$ cat config.mk
export PLATFORM = sky130hd
export DESIGN_NAME = mmio_io_responder
export DESIGN_NICKNAME = d
export VERILOG_FILES = /design/src/rtl/mmio_io_responder.sv
export SDC_FILE = /design/constraint.sdc
export NUM_CORES = 1
export LEC_CHECK = 0
export ABC_AREA = 1
export CAP_MARGIN = 30
export CORE_ASPECT_RATIO = 0.7
export CORE_MARGIN = 2
export CORE_UTILIZATION = 48
export DETAILED_ROUTE_END_ITERATION = 10
export GPL_TIMING_DRIVEN = 0
export PLACE_DENSITY_LB_ADDON = 0.08
export SLEW_MARGIN = 20
export SYNTH_ARGS = -nofsm -noshare
export SYNTH_HDL_FRONTEND = slang
export SYNTH_SLANG_ARGS = --single-unit
$ cat constraint.sdc
create_clock -name clk -period 1.6 [get_ports clk]
set_input_delay 0.16 -clock clk [delete_from_list [all_inputs] [get_ports clk]]
set_output_delay 0.16 -clock clk [all_outputs]
set_load 0.01 [all_outputs]
$ cat src/rtl/mmio_io_responder.sv
// mmio_io_responder: IO-space responder beside the dual-port RAM.
// Accesses with addr MSB set hit four registers selected by addr[1:0]:
// debounced switches, LED register, button press edges (W1C) and an optional timer.
// Load data is registered, so it has the same 1-cycle latency as the RAM.
// Optional feature macro: MMIO_TIMER_EN (builds the timer and its prescaler).
module mmio_io_responder #(
    parameter int DATA_WIDTH     = 16,
    parameter int ADDR_WIDTH     = 16,
    parameter int BTN_WIDTH      = 4,
    parameter int DB_CYCLES      = 50000,
    parameter int TIMER_PRESCALE = 50000
) (
    input  logic                  clk,
    input  logic                  reset,
    input  logic [ADDR_WIDTH-1:0] addr,
    input  logic [DATA_WIDTH-1:0] wr_data,
    input  logic                  write,
    input  logic [DATA_WIDTH-1:0] sw,
    input  logic [BTN_WIDTH-1:0]  btn,
    output logic [DATA_WIDTH-1:0] rd_data,
    output logic                  io_hit_q,
    output logic [DATA_WIDTH-1:0] leds
);

    localparam int DBW = (DB_CYCLES > 1) ? $clog2(DB_CYCLES) : 1;
    localparam logic [DBW-1:0] DB_LAST = DBW'(DB_CYCLES - 1);

    logic                  hit, ld, st;
    logic [1:0]            sel;
    logic                  db_tick;
    logic [DBW-1:0]        db_cnt_q, db_cnt_d;
    logic [DATA_WIDTH-1:0] sw_s1_q, sw_s2_q, sw_smp_q, sw_smp_d, sw_stb_q, sw_stb_d;
    logic [BTN_WIDTH-1:0]  btn_s1_q, btn_s2_q, btn_smp_q, btn_smp_d, btn_stb_q, btn_stb_d;
    logic [BTN_WIDTH-1:0]  btn_rise, edge_clr, edge_q, edge_d;
    logic [DATA_WIDTH-1:0] leds_q, leds_d, rd_q, rd_d, rd_mux, timer_val;
    logic                  hit_q, hit_d;

    // Middle address bits only create aliases of the four registers.
    logic unused_addr;
    assign unused_addr = ^addr[ADDR_WIDTH-2:2];

    // Access decode.
    always_comb begin
        hit = addr[ADDR_WIDTH-1];
        ld  = hit & ~write;
        st  = hit & write;
        sel = addr[1:0];
    end

    // Debounce: shared tick; a level is accepted when two consecutive ticks see the same vector.
    always_comb begin
        db_tick   = (db_cnt_q == DB_LAST);
        db_cnt_d  = db_tick ? '0 : db_cnt_q + 1'b1;
        sw_smp_d  = sw_smp_q;
        sw_stb_d  = sw_stb_q;
        btn_smp_d = btn_smp_q;
        btn_stb_d = btn_stb_q;
        if (db_tick) begin
            sw_smp_d  = sw_s2_q;
            btn_smp_d = btn_s2_q;
            if (sw_s2_q == sw_smp_q)
                sw_stb_d = sw_s2_q;
            if (btn_s2_q == btn_smp_q)
                btn_stb_d = btn_s2_q;
        end
        btn_rise = btn_stb_d & ~btn_stb_q;
    end

`ifdef MMIO_TIMER_EN
    localparam logic [15:0] PRE_LAST = 16'(TIMER_PRESCALE - 1);
    logic [15:0]           presc_q, presc_d;
    logic [DATA_WIDTH-1:0] timer_q, timer_d;

    // Free-running timer; a store reloads it and restarts the prescaler.
    always_comb begin
        presc_d = (presc_q == PRE_LAST) ? '0 : presc_q + 1'b1;
        timer_d = (presc_q == PRE_LAST) ? timer_q + 1'b1 : timer_q;
        if (st && sel == 2'd3) begin
            timer_d = wr_data;
            presc_d = '0;
        end
    end

    // Timer state.
    always_ff @(posedge clk) begin
        if (reset) begin
            presc_q <= '0;
            timer_q <= '0;
        end else begin
            presc_q <= presc_d;
            timer_q <= timer_d;
        end
    end

    assign timer_val = timer_q;
`else
    logic unused_cfg;
    assign unused_cfg = (TIMER_PRESCALE < 1);
    assign timer_val  = '0;
`endif

    // Register updates and load mux; loads see state from before this edge's updates.
    always_comb begin
        leds_d   = (st && sel == 2'd1) ? wr_data : leds_q;
        edge_clr = (st && sel == 2'd2) ? wr_data[BTN_WIDTH-1:0] : '0;
        edge_d   = (edge_q & ~edge_clr) | btn_rise;
        case (sel)
            2'd0:    rd_mux = sw_stb_q;
            2'd1:    rd_mux = leds_q;
            2'd2:    rd_mux = DATA_WIDTH'(edge_q);
            default: rd_mux = timer_val;
        endcase
        rd_d  = ld ? rd_mux : rd_q;
        hit_d = ld;
    end

    // State registers; reset overrides any same-edge access.
    always_ff @(posedge clk) begin
        if (reset) begin
            db_cnt_q  <= '0;
            sw_s1_q   <= '0;
            sw_s2_q   <= '0;
            sw_smp_q  <= '0;
            sw_stb_q  <= '0;
            btn_s1_q  <= '0;
            btn_s2_q  <= '0;
            btn_smp_q <= '0;
            btn_stb_q <= '0;
            edge_q    <= '0;
            leds_q    <= '0;
            rd_q      <= '0;
            hit_q     <= 1'b0;
        end else begin
            db_cnt_q  <= db_cnt_d;
            sw_s1_q   <= sw;
            sw_s2_q   <= sw_s1_q;
            sw_smp_q  <= sw_smp_d;
            sw_stb_q  <= sw_stb_d;
            btn_s1_q  <= btn;
            btn_s2_q  <= btn_s1_q;
            btn_smp_q <= btn_smp_d;
            btn_stb_q <= btn_stb_d;
            edge_q    <= edge_d;
            leds_q    <= leds_d;
            rd_q      <= rd_d;
            hit_q     <= hit_d;
        end
    end

    assign rd_data  = rd_q;
    assign io_hit_q = hit_q;
    assign leds     = leds_q;

endmodule

# Yosys cells after proc, flatten, opt, wreduce, memory -nomap -nowiden
# Cells that the tools add are included.
# word_totals
register_bits,133
latch_bits,0
mem_bits_rw,0
wordCells,36
in_bits,55
mem_bits_ro,0
output_inout_bits,33
mem_count,0
# op_classes
n_eq_ne,5
shifts,0
n_reduce_logical,5
mux,4
div,0
n_addsub,1
magnitude_cmp,0
n_mul,0
bitwise,8
# op_table
cell,n
$pmux 16 s3,1
$add 16x1->16 const B,1
$eq 16x16->1,1
$eq 16x16->1 const B,1
$mux 4,3
$and 4x4->4,2
$not 4->4,2
$eq 4x4->1,1
$or 4x4->4,1
$and 1x1->1,2
$eq 2x1->1 const B,1
$eq 2x2->1 const B,1
$logic_and 1x1->1,2
$logic_not 2->1,1
$reduce_and 2->1,1
$reduce_or 2->1,1
$not 1->1,1

# Longest topological paths before layout
# Gate-level depths: netlist (run 1).
# logic_depth
depth_word,6
depth_mapped,11
ltp_nobuf,10

# Worst setup path before layout (run 1)
# No wires, ideal clock.
# synth_path
path_kind,reg-to-reg
startpoint,reg db_cnt_q[0]
endpoint,reg sw_stb_q[10]
required_time_ns,1.490
path_buffers,1
synth_period_minus_slack_ns,1.501
setup_ns,0.110
arrival_time_ns,1.391
path_stages_with_launch,10
setup_slack_ns,0.099
path_cell_list,dfxtp_1 -> ha_1 -> nand3_2 -> nor2_4 -> nand3b_4 -> nor2_8 -> buf_2 -> nand4_1 -> nand2_1 -> nor2_1
# synth_between
elab_chain_cells,2
# synth_rtl
element,line_no,text
from (decl),31,"logic [DBW-1:0] db_cnt_q, db_cnt_d;"
from (signal assigned),134,db_cnt_q <= db_cnt_d;
$eq 16x16->1,52,db_tick = (db_cnt_q == DB_LAST);
$reduce_and 2->1 (no line),-,
to (signal assigned),138,sw_stb_q <= sw_stb_d;
to (decl),32,"logic [DATA_WIDTH-1:0] sw_s1_q, sw_s2_q, sw_smp_q, sw_smp_d, sw_stb_q, sw_stb_d;"
# No other way between the ends.
# A chain may end at the register's enable or synchronous reset.

# Worst setup path after layout (run 1)
# layout_path
startpoint,reg db_cnt_q[0]
endpoint,reg sw_stb_q[13]
# Same word-level chain as after synthesis.

==> flow_summary.json, run 1 <==
{
  "outcome": "finished, final reports clean",
  "grt_pass1_wl_um": 20860,
  "finish.instance_area_mm2": 0.007198,
  "die_w_um": 130.6,
  "coreArea_mm2": 0.01097,
  "arrival_ns": 1.95,
  "rsz0062_at_grt": "true",
  "reg2reg_depth": 10,
  "total_power_uw": 7889,
  "crit_family": "simple AND/OR/NAND/NOR gates",
  "hold_end": "rd_data[0]$_SDFFE_PP0P_",
  "cts_tree": "yes",
  "worst_slew_pin_slew_ns": 0.6116,
  "clock_path_buffers": 2,
  "grt_pass1_vias": 4534,
  "whs_ns": 0.1459,
  "ys.flop_type": "dfxtp_1",
  "reg2reg_from": "db_cnt_q[0]$_SDFF_PP0_",
  "drt_iter0_drc": 294,
  "synth.distinct_cells": 30,
  "fill_cells": 945,
  "cts_made_buffers": 17,
  "synthCells": 730,
  "hpwlAfterDp_um": 8814,
  "final_antenna_net_count": 0,
  "path_class": "reg -> reg",
  "drv_slew": 0,
  "synthArstFlopShare_pct": 0,
  "p_leak_uw": 0.003075,
  "wl_per_cell_um": 12.61,
  "finalCriticalPeriod_ns": 1.596,
  "layout_common_cells": "145 x inv_1, 131 x dfxtp_1, 100 x nand2_1",
  "hold_viol": 0,
  "cp_max_fo": 5,
  "cts.sinks": 133,
  "required_ns": 1.95,
  "clock_latency_ns": 0.42,
  "critical_path_buf_inv_count": 2,
  "portBuffers": 73,
  "layout_commonest_cell": "inv_1",
  "cap_viol_max_count": 0,
  "grt_overflow": 0,
  "io_pins": 88,
  "fmax_ghz": 0.6264,
  "antenna_cells": 0,
  "synth_edf_count": 0,
  "hold_class": "in -> reg",
  "slew_headroom_pct": 59.23,
  "hold_buffers": 0,
  "grt_max_degree": 17,
  "endpoint_kind": "flip-flop",
  "path_clk_slew_ns": 0.06,
  "path_cells": "ha_4 > nand3_4 > nor2_4 > nand3b_4 > nor2_8 > nand3_4 > buf_6 > nand2_2 > inv_2 > nor2_2",
  "cpMaxStageDelayCell": "dfxtp_2",
  "fin_nets": 889,
  "start_util_pct": 49.10,
  "placed_area_mm2": 0.006309,
  "globalplace.congestion": 0.8318,
  "yosysSeqAreaShare_pct": 49.43,
  "via_per_inst": 4.834,
  "grt.total_usage_pct": 21.83,
  "syn2layout_area_growth_pct": 33.64,
  "die_area_mm2": 0.01210,
  "die-height_um": 92.63,
  "ys_ff_latch": 133,
  "powerDensity_mw_per_mm2": 1096,
  "finalCritPeriodShare_pct": 99.77,
  "setup_violations": 0,
  "antenna_found_initial": 0,
  "hold_start": "reset",
  "vias": 4829,
  "hold_depth": 2,
  "yosysWarnings": 0,
  "routed_wl_um": 12590,
  "skew_ns": 0.007084,
  "cp-start-kind": "flip-flop",
  "rows": 32,
  "h-tree-depth": 4,
  "cts-root-buf": "clkbuf_16",
  "drc": 0,
  "syn_area_per_cell_um2": 7.379,
  "worst-r2r-setup-slack_ns": 0.004,
  "cpPeakStageDelay_ns": 0.35,
  "firstDrtPassIters": 5,
  "crit_top_cell": "nand3_4",
  "syn_nets": 786,
  "drive_above_1_share_pct": 13.00,
  "vdd_ir_drop_max_mv": 1.001,
  "reg2reg_to": "sw_stb_q[13]$_SDFFE_PP0P_",
  "synth_area_mm2": 0.005386
}
-- what timing repair did --
item / in CTS / in global routing
buffers inserted: 6 / 3
pin swaps: 19 / 16
setup endpoints to repair: 50 / 72
cloned: 2 / 0
resized for setup: 24 / 71
-- report_power, final --
part / leakage [uW] / total [uW] / internal [uW] / switching, uW
registers: 0.00108 / 3450 / 3400 / 51.8
logic: 0.00171 / 559 / 265 / 294
clock network: 0.000279 / 3880 / 2350 / 1530
-- worst max-delay path by stage --
stage,from,to,slack (ns),cells past startpoint
global route,db_cnt_q[0]$_SDFF_PP0_,sw_stb_q[13]$_SDFFE_PP0P_,-0.1,10
CTS,db_cnt_q[1]$_SDFF_PP0_,sw_stb_q[13]$_SDFFE_PP0P_,-0.01,10
floorplan,db_cnt_q[0]$_SDFF_PP0_,sw_stb_q[10]$_SDFFE_PP0P_,0.1,9
detailed placement,addr[15],rd_data[3]$_SDFFE_PP0P_,-0.40,7
global placement,addr[15],rd_data[3]$_SDFFE_PP0P_,-0.41,7
finish,db_cnt_q[0]$_SDFF_PP0_,sw_stb_q[13]$_SDFFE_PP0P_,0.004,10
-- worst register-to-register path: stages (launching register included) --
cell,delay (ns)
dfxtp_2,0.35
ha_4,0.16
nand3_4,0.09
nor2_4,0.13
nand3b_4,0.12
nor2_8,0.19
nand3_4,0.14
buf_6,0.17
nand2_2,0.06
inv_2,0.03
nor2_2,0.08
-- registers in the layout, summed over array words and instances, names as in the netlist, 16 cells and up --
name      cells
leds         16
sw_s2_q      16
sw_smp_q     16
db_cnt_q     16
sw_s1_q      16
rd_data      16
sw_stb_q     16
-- cell families (layout without fill, tap and decap cells) --
logic type / count (synthesis) / in the layout / synth area share, %
and+or+nand+nor: 275 / 276 / 22.65
buffers and inverters: 191 / 306 / 13.54
DFF: 133 / 133 / 49.43
AOI/OAI and AO/OA: 116 / 116 / 11.87
xor gates and xnor gates: 14 / 14 / 2.276
adders and majority gates: 1 / 1 / 0.2323
-- stage by stage --
step	setup TNS (ns)	utilization (%)	std cells	setup slack, ns
floorplan	0	-	730	0.09947
global placement	-11.31	57.50	956	-0.4053
detailed placement	-14.23	57.50	956	-0.4029
CTS	-0.07262	64.27	996	-0.01469
global route	-1.128	65.61	999	-0.09836
finish	0	65.61	999	0.003701
-- Yosys cell counts, types with 4 or more instances --
master	count	area, um^2
a21oi_1	47	235.2
buf_2	4	20.02
nor3_1	7	35.03
nand4_1	18	112.6
nor2_1	103	386.6
xor2_1	11	96.34
clkbuf_1	24	90.09
inv_1	157	589.3
nand3_1	16	80.08
o21ai_0	53	265.3
dfxtp_1	133	2663
o221ai_1	15	131.4
nand2_1	114	427.9
-- area by class of cell --
class,instances,area [um^2],share of cell area (%)
timing repair buffer,83,822.0,11.42
clock inverter,14,152.6,2.121
inverter,160,600.6,8.343
buffer,31,170.2,2.364
multi-input combinational,407,2157,29.97
clock buffer,18,439.2,6.101
tap,153,191.4,2.659
sequential,133,2665,37.02
-- per-layer routing --
metal	part of all wire (%)	global-route usage, %	wire length, um
met1	47	29.92	5972
met2	46	33.38	5830
met3	5.1	5.777	643
met4	1.2	7.447	148
met5	0	0	0
Note: power is estimated with default switching activity, not from simulation.
==> run 2: changes to the inputs <==
--- a/config.mk
+++ b/config.mk
@@ -5,11 +5,11 @@
 export SDC_FILE = /design/constraint.sdc
 export NUM_CORES = 1
 export LEC_CHECK = 0
-export ABC_AREA = 1
+export ABC_CLOCK_PERIOD_IN_PS = 1600
 export CAP_MARGIN = 30
 export CORE_ASPECT_RATIO = 0.7
 export CORE_MARGIN = 2
-export CORE_UTILIZATION = 48
+export CORE_UTILIZATION = 47
 export DETAILED_ROUTE_END_ITERATION = 10
 export GPL_TIMING_DRIVEN = 0
 export PLACE_DENSITY_LB_ADDON = 0.08
==> run 2 against run 1 <==
  * The run now ends with setup timing left
  * Sequential power is essentially flat
  * Via count shrank 15%
  * Core utilization grew 2.1 points
  * Non-clock buffer count grew 7
  * Hold slack gained 0.15 ns
  * Fmax shrank 8.8%
  * Power grew 1.7%
  * First-iteration DRC count shrank 17%
  * Routed wire length shrank 1.1%
  * Clock power grew 6.4%
  * Synthesized cell count shrank 26%
  * Highest routed layer unchanged
==> flow_summary.json, run 2 <==
{
  "required_ns": 1.87,
  "worst_slew_pin_slew_ns": 0.6078,
  "cts.sinks": 133,
  "synthCells": 541,
  "worst-r2r-setup-slack_ns": -0.15,
  "cap_viol_max_count": 0,
  "cpMaxStageDelayCell": "dfxtp_4",
  "final_antenna_net_count": 0,
  "antenna_cells": 0,
  "slew_headroom_pct": 59.48,
  "cp-startpoint": "sw_s2_q[14]$_SDFF_PP0_",
  "start_util_pct": 48.27,
  "clock_latency_ns": 0.42,
  "violations": "setup timing",
  "finalCritPeriodShare_pct": 109.4,
  "coreArea_mm2": 0.01032,
  "hold_viol": 0,
  "path_clk_slew_ns": 0.06,
  "firstDrtPassIters": 5,
  "fill_cells": 825,
  "skew_ns": 0.006441,
  "cp-start-kind": "flip-flop",
  "finalCriticalPeriod_ns": 1.750,
  "clock_path_buffers": 2,
  "grt.total_usage_pct": 22.33,
  "die_w_um": 127.0,
  "portBuffers": 72,
  "multiInputGateArea_mm2": 0.002346,
  "place_ws_ns": -0.4683,
  "drive_above_1_share_pct": 20.85,
  "crit_family": "buffers and inverters",
  "via_per_inst": 5.194,
  "cts_made_buffers": 17,
  "yosysSeqAreaShare_pct": 53.47,
  "cpPeakStageDelay_ns": 0.36,
  "rsz0062_at_grt": "true",
  "setup_violations": 24,
  "syn_nets": 597,
  "drv_slew": 0,
  "grt_pass1_vias": 4000,
  "yosysWarnings": 0,
  "vias": 4124,
  "cp_max_fo": 5,
  "die-height_um": 90.12,
  "tns_ns": -2.262,
  "ys.flop_type": "dfxtp_1",
  "synth_area_mm2": 0.004980,
  "fin_nets": 705,
  "endpoint_kind": "flip-flop",
  "cts_tree": "yes",
  "yosys-top-cells-count": "133 x dfxtp_1, 82 x nand2_1, 54 x a21oi_1, 49 x nor2_1, 42 x nor2b_1",
  "ys_ff_latch": 133,
  "wl_per_cell_um": 15.68,
  "layout_common_cells": "117 x dfxtp_1, 82 x nand2_1, 72 x clkdlybuf4s50_1",
  "finish.instance_area_mm2": 0.006982,
  "layout_commonest_cell": "dfxtp_1",
  "hold_class": "in -> reg",
  "vdd_ir_drop_max_mv": 0.8648,
  "outcome": "finished with violations",
  "setup_ws_ns": -0.1497,
  "grt_max_degree": 17,
  "synth_area_leaders": "dfxtp_1 53%, nand2_1 6.2%, a21oi_1 5.4%",
  "seqCellArea_mm2": 0.002698,
  "grt_overflow": 0,
  "rows": 31,
  "die_area_mm2": 0.01145,
  "syn_area_per_cell_um2": 9.205,
  "reg2reg_depth": 8,
  "synth_edf_count": 0,
  "h-tree-depth": 4,
  "powerDensity_mw_per_mm2": 1149,
  "antenna_found_initial": 0,
  "cp.depth": 8,
  "drt_iter0_drc": 244,
  "crit_end": "sw_stb_q[9]$_SDFFE_PP0P_",
  "path_cells": "xor2_2 > nor4_2 > buf_4 > nand4bb_1 > buf_6 > buf_6 > o21ai_1 > a21oi_1",
  "grt_pass1_wl_um": 19950,
  "synth_top_area_share_pct": 53.47,
  "reg2reg_to": "sw_stb_q[9]$_SDFFE_PP0P_",
  "path_class": "reg -> reg",
  "crit_top_cell": "buf_6",
  "fmax_ghz": 0.5715,
  "critical_path_buf_inv_count": 3,
  "placed_area_mm2": 0.005871,
  "p_leak_uw": 0.002509,
  "syn2layout_area_growth_pct": 40.20,
  "yosysTopAreaCell": "dfxtp_1",
  "fin_cells": 794,
  "synthArstFlopShare_pct": 0,
  "synth.distinct_cells": 39,
  "arrival_ns": 2.02,
  "cts-root-buf": "clkbuf_16",
  "globalplace.congestion": 0.8041,
  "hpwlAfterDp_um": 8412,
  "reg2reg_from": "sw_s2_q[14]$_SDFF_PP0_",
  "dp.cells": 745,
  "drc": 0,
  "hold_buffers": 0,
  "routed_wl_um": 12450,
  "io_pins": 88,
  "synth_most_common_cell": "dfxtp_1"
}
run 2: changes by cell type in the layout (fill, tap and decap cells not counted), sizes merged, moves of 15 or more:
cell / before / now
inv: 163 / 7
nand2: 115 / 82
nor2: 110 / 50
nor2b: 0 / 42
o21ai: 53 / 18
o221ai: 15 / 0
xnor2: 3 / 18
run 2: worst reg2reg max path, cell delays in order (launching register included):
cell	delay, ns
dfxtp_4	0.36
xor2_2	0.15
nor4_2	0.26
buf_4	0.16
nand4bb_1	0.12
buf_6	0.16
buf_6	0.13
o21ai_1	0.15
a21oi_1	0.10
run 2: report_power, final:
group          internal (uW)  leakage [uW]  switching [uW]  total [uW]
clock                   2690      0.000298            1440        4130
combinational            242       0.00112             227         469
sequential              3380       0.00109            50.1        3430
run 2: cells by family after synthesis:
kind of cell | Yosys count | share of synthesized area [%]
xor gates and xnor gates | 32 | 5.628
AOI/OAI and AO/OA | 92 | 10.35
and+or+nand+nor | 224 | 22.39
muxes | 20 | 4.322
adders and majority gates | 1 | 0.2512
DFF | 133 | 53.47
buffers and inverters | 39 | 3.593
run 2: how the worst min path moves through the flow:
| stage | startpoint | to | slack (ns) | depth (start not counted) |
|---|---|---|---|---|
| after floorplan | btn[0] | btn_s1_q[0]$_SDFF_PP0_ | 0.29 | 1 |
| after global placement | btn_s1_q[0]$_SDFF_PP0_ | btn_s2_q[0]$_SDFF_PP0_ | 0.42 | 1 |
| after detailed placement | sw_s1_q[15]$_SDFF_PP0_ | sw_s2_q[15]$_SDFF_PP0_ | 0.42 | 1 |
| after CTS | btn[3] | btn_s1_q[3]$_SDFF_PP0_ | 0.28 | 2 |
| after global routing | sw[4] | sw_s1_q[4]$_SDFF_PP0_ | 0.28 | 2 |
| final | sw[8] | sw_s1_q[8]$_SDFF_PP0_ | 0.29 | 2 |
run 2: final cells by class:
type	count	area share [%]
sequential	133	38.64
multi-input combinational	369	33.60
timing repair buffer	91	13.19
clock buffer	20	6.541
buffer	30	2.742
clock inverter	12	2.545
tap	132	2.366
inverter	7	0.3763
run 2: timing repair:
item	in CTS	in global routing
pin swaps	9	23
buffers inserted	8	9
setup endpoints to repair	67	73
gates cloned	1	1
gates resized for setup	47	67
run 2: metal layers:
metal | share of wire (%) | routed length [um] | global-route usage, % | up-vias
li1 | - | - | - | 2040
met1 | 48 | 5952 | 29.74 | 1961
met2 | 46 | 5696 | 34.68 | 105
met3 | 4.9 | 611 | 6.190 | 18
met4 | 1.5 | 189 | 8.333 | 0
met5 | 0 | 0 | 0 | -
run 2: stage by stage:
| stage | util (%) | hold slack (ns) | power (uW) |
|---|---|---|---|
| global route | 67.67 | 0.2841 | 8296 |
| detailed placement | 56.90 | 0.4226 | 3890 |
| finish | 67.67 | 0.2913 | 8024 |
| global placement | 56.90 | 0.4202 | 3883 |
| floorplan | - | 0.2882 | 3684 |
| CTS | 64.69 | 0.2817 | 8027 |
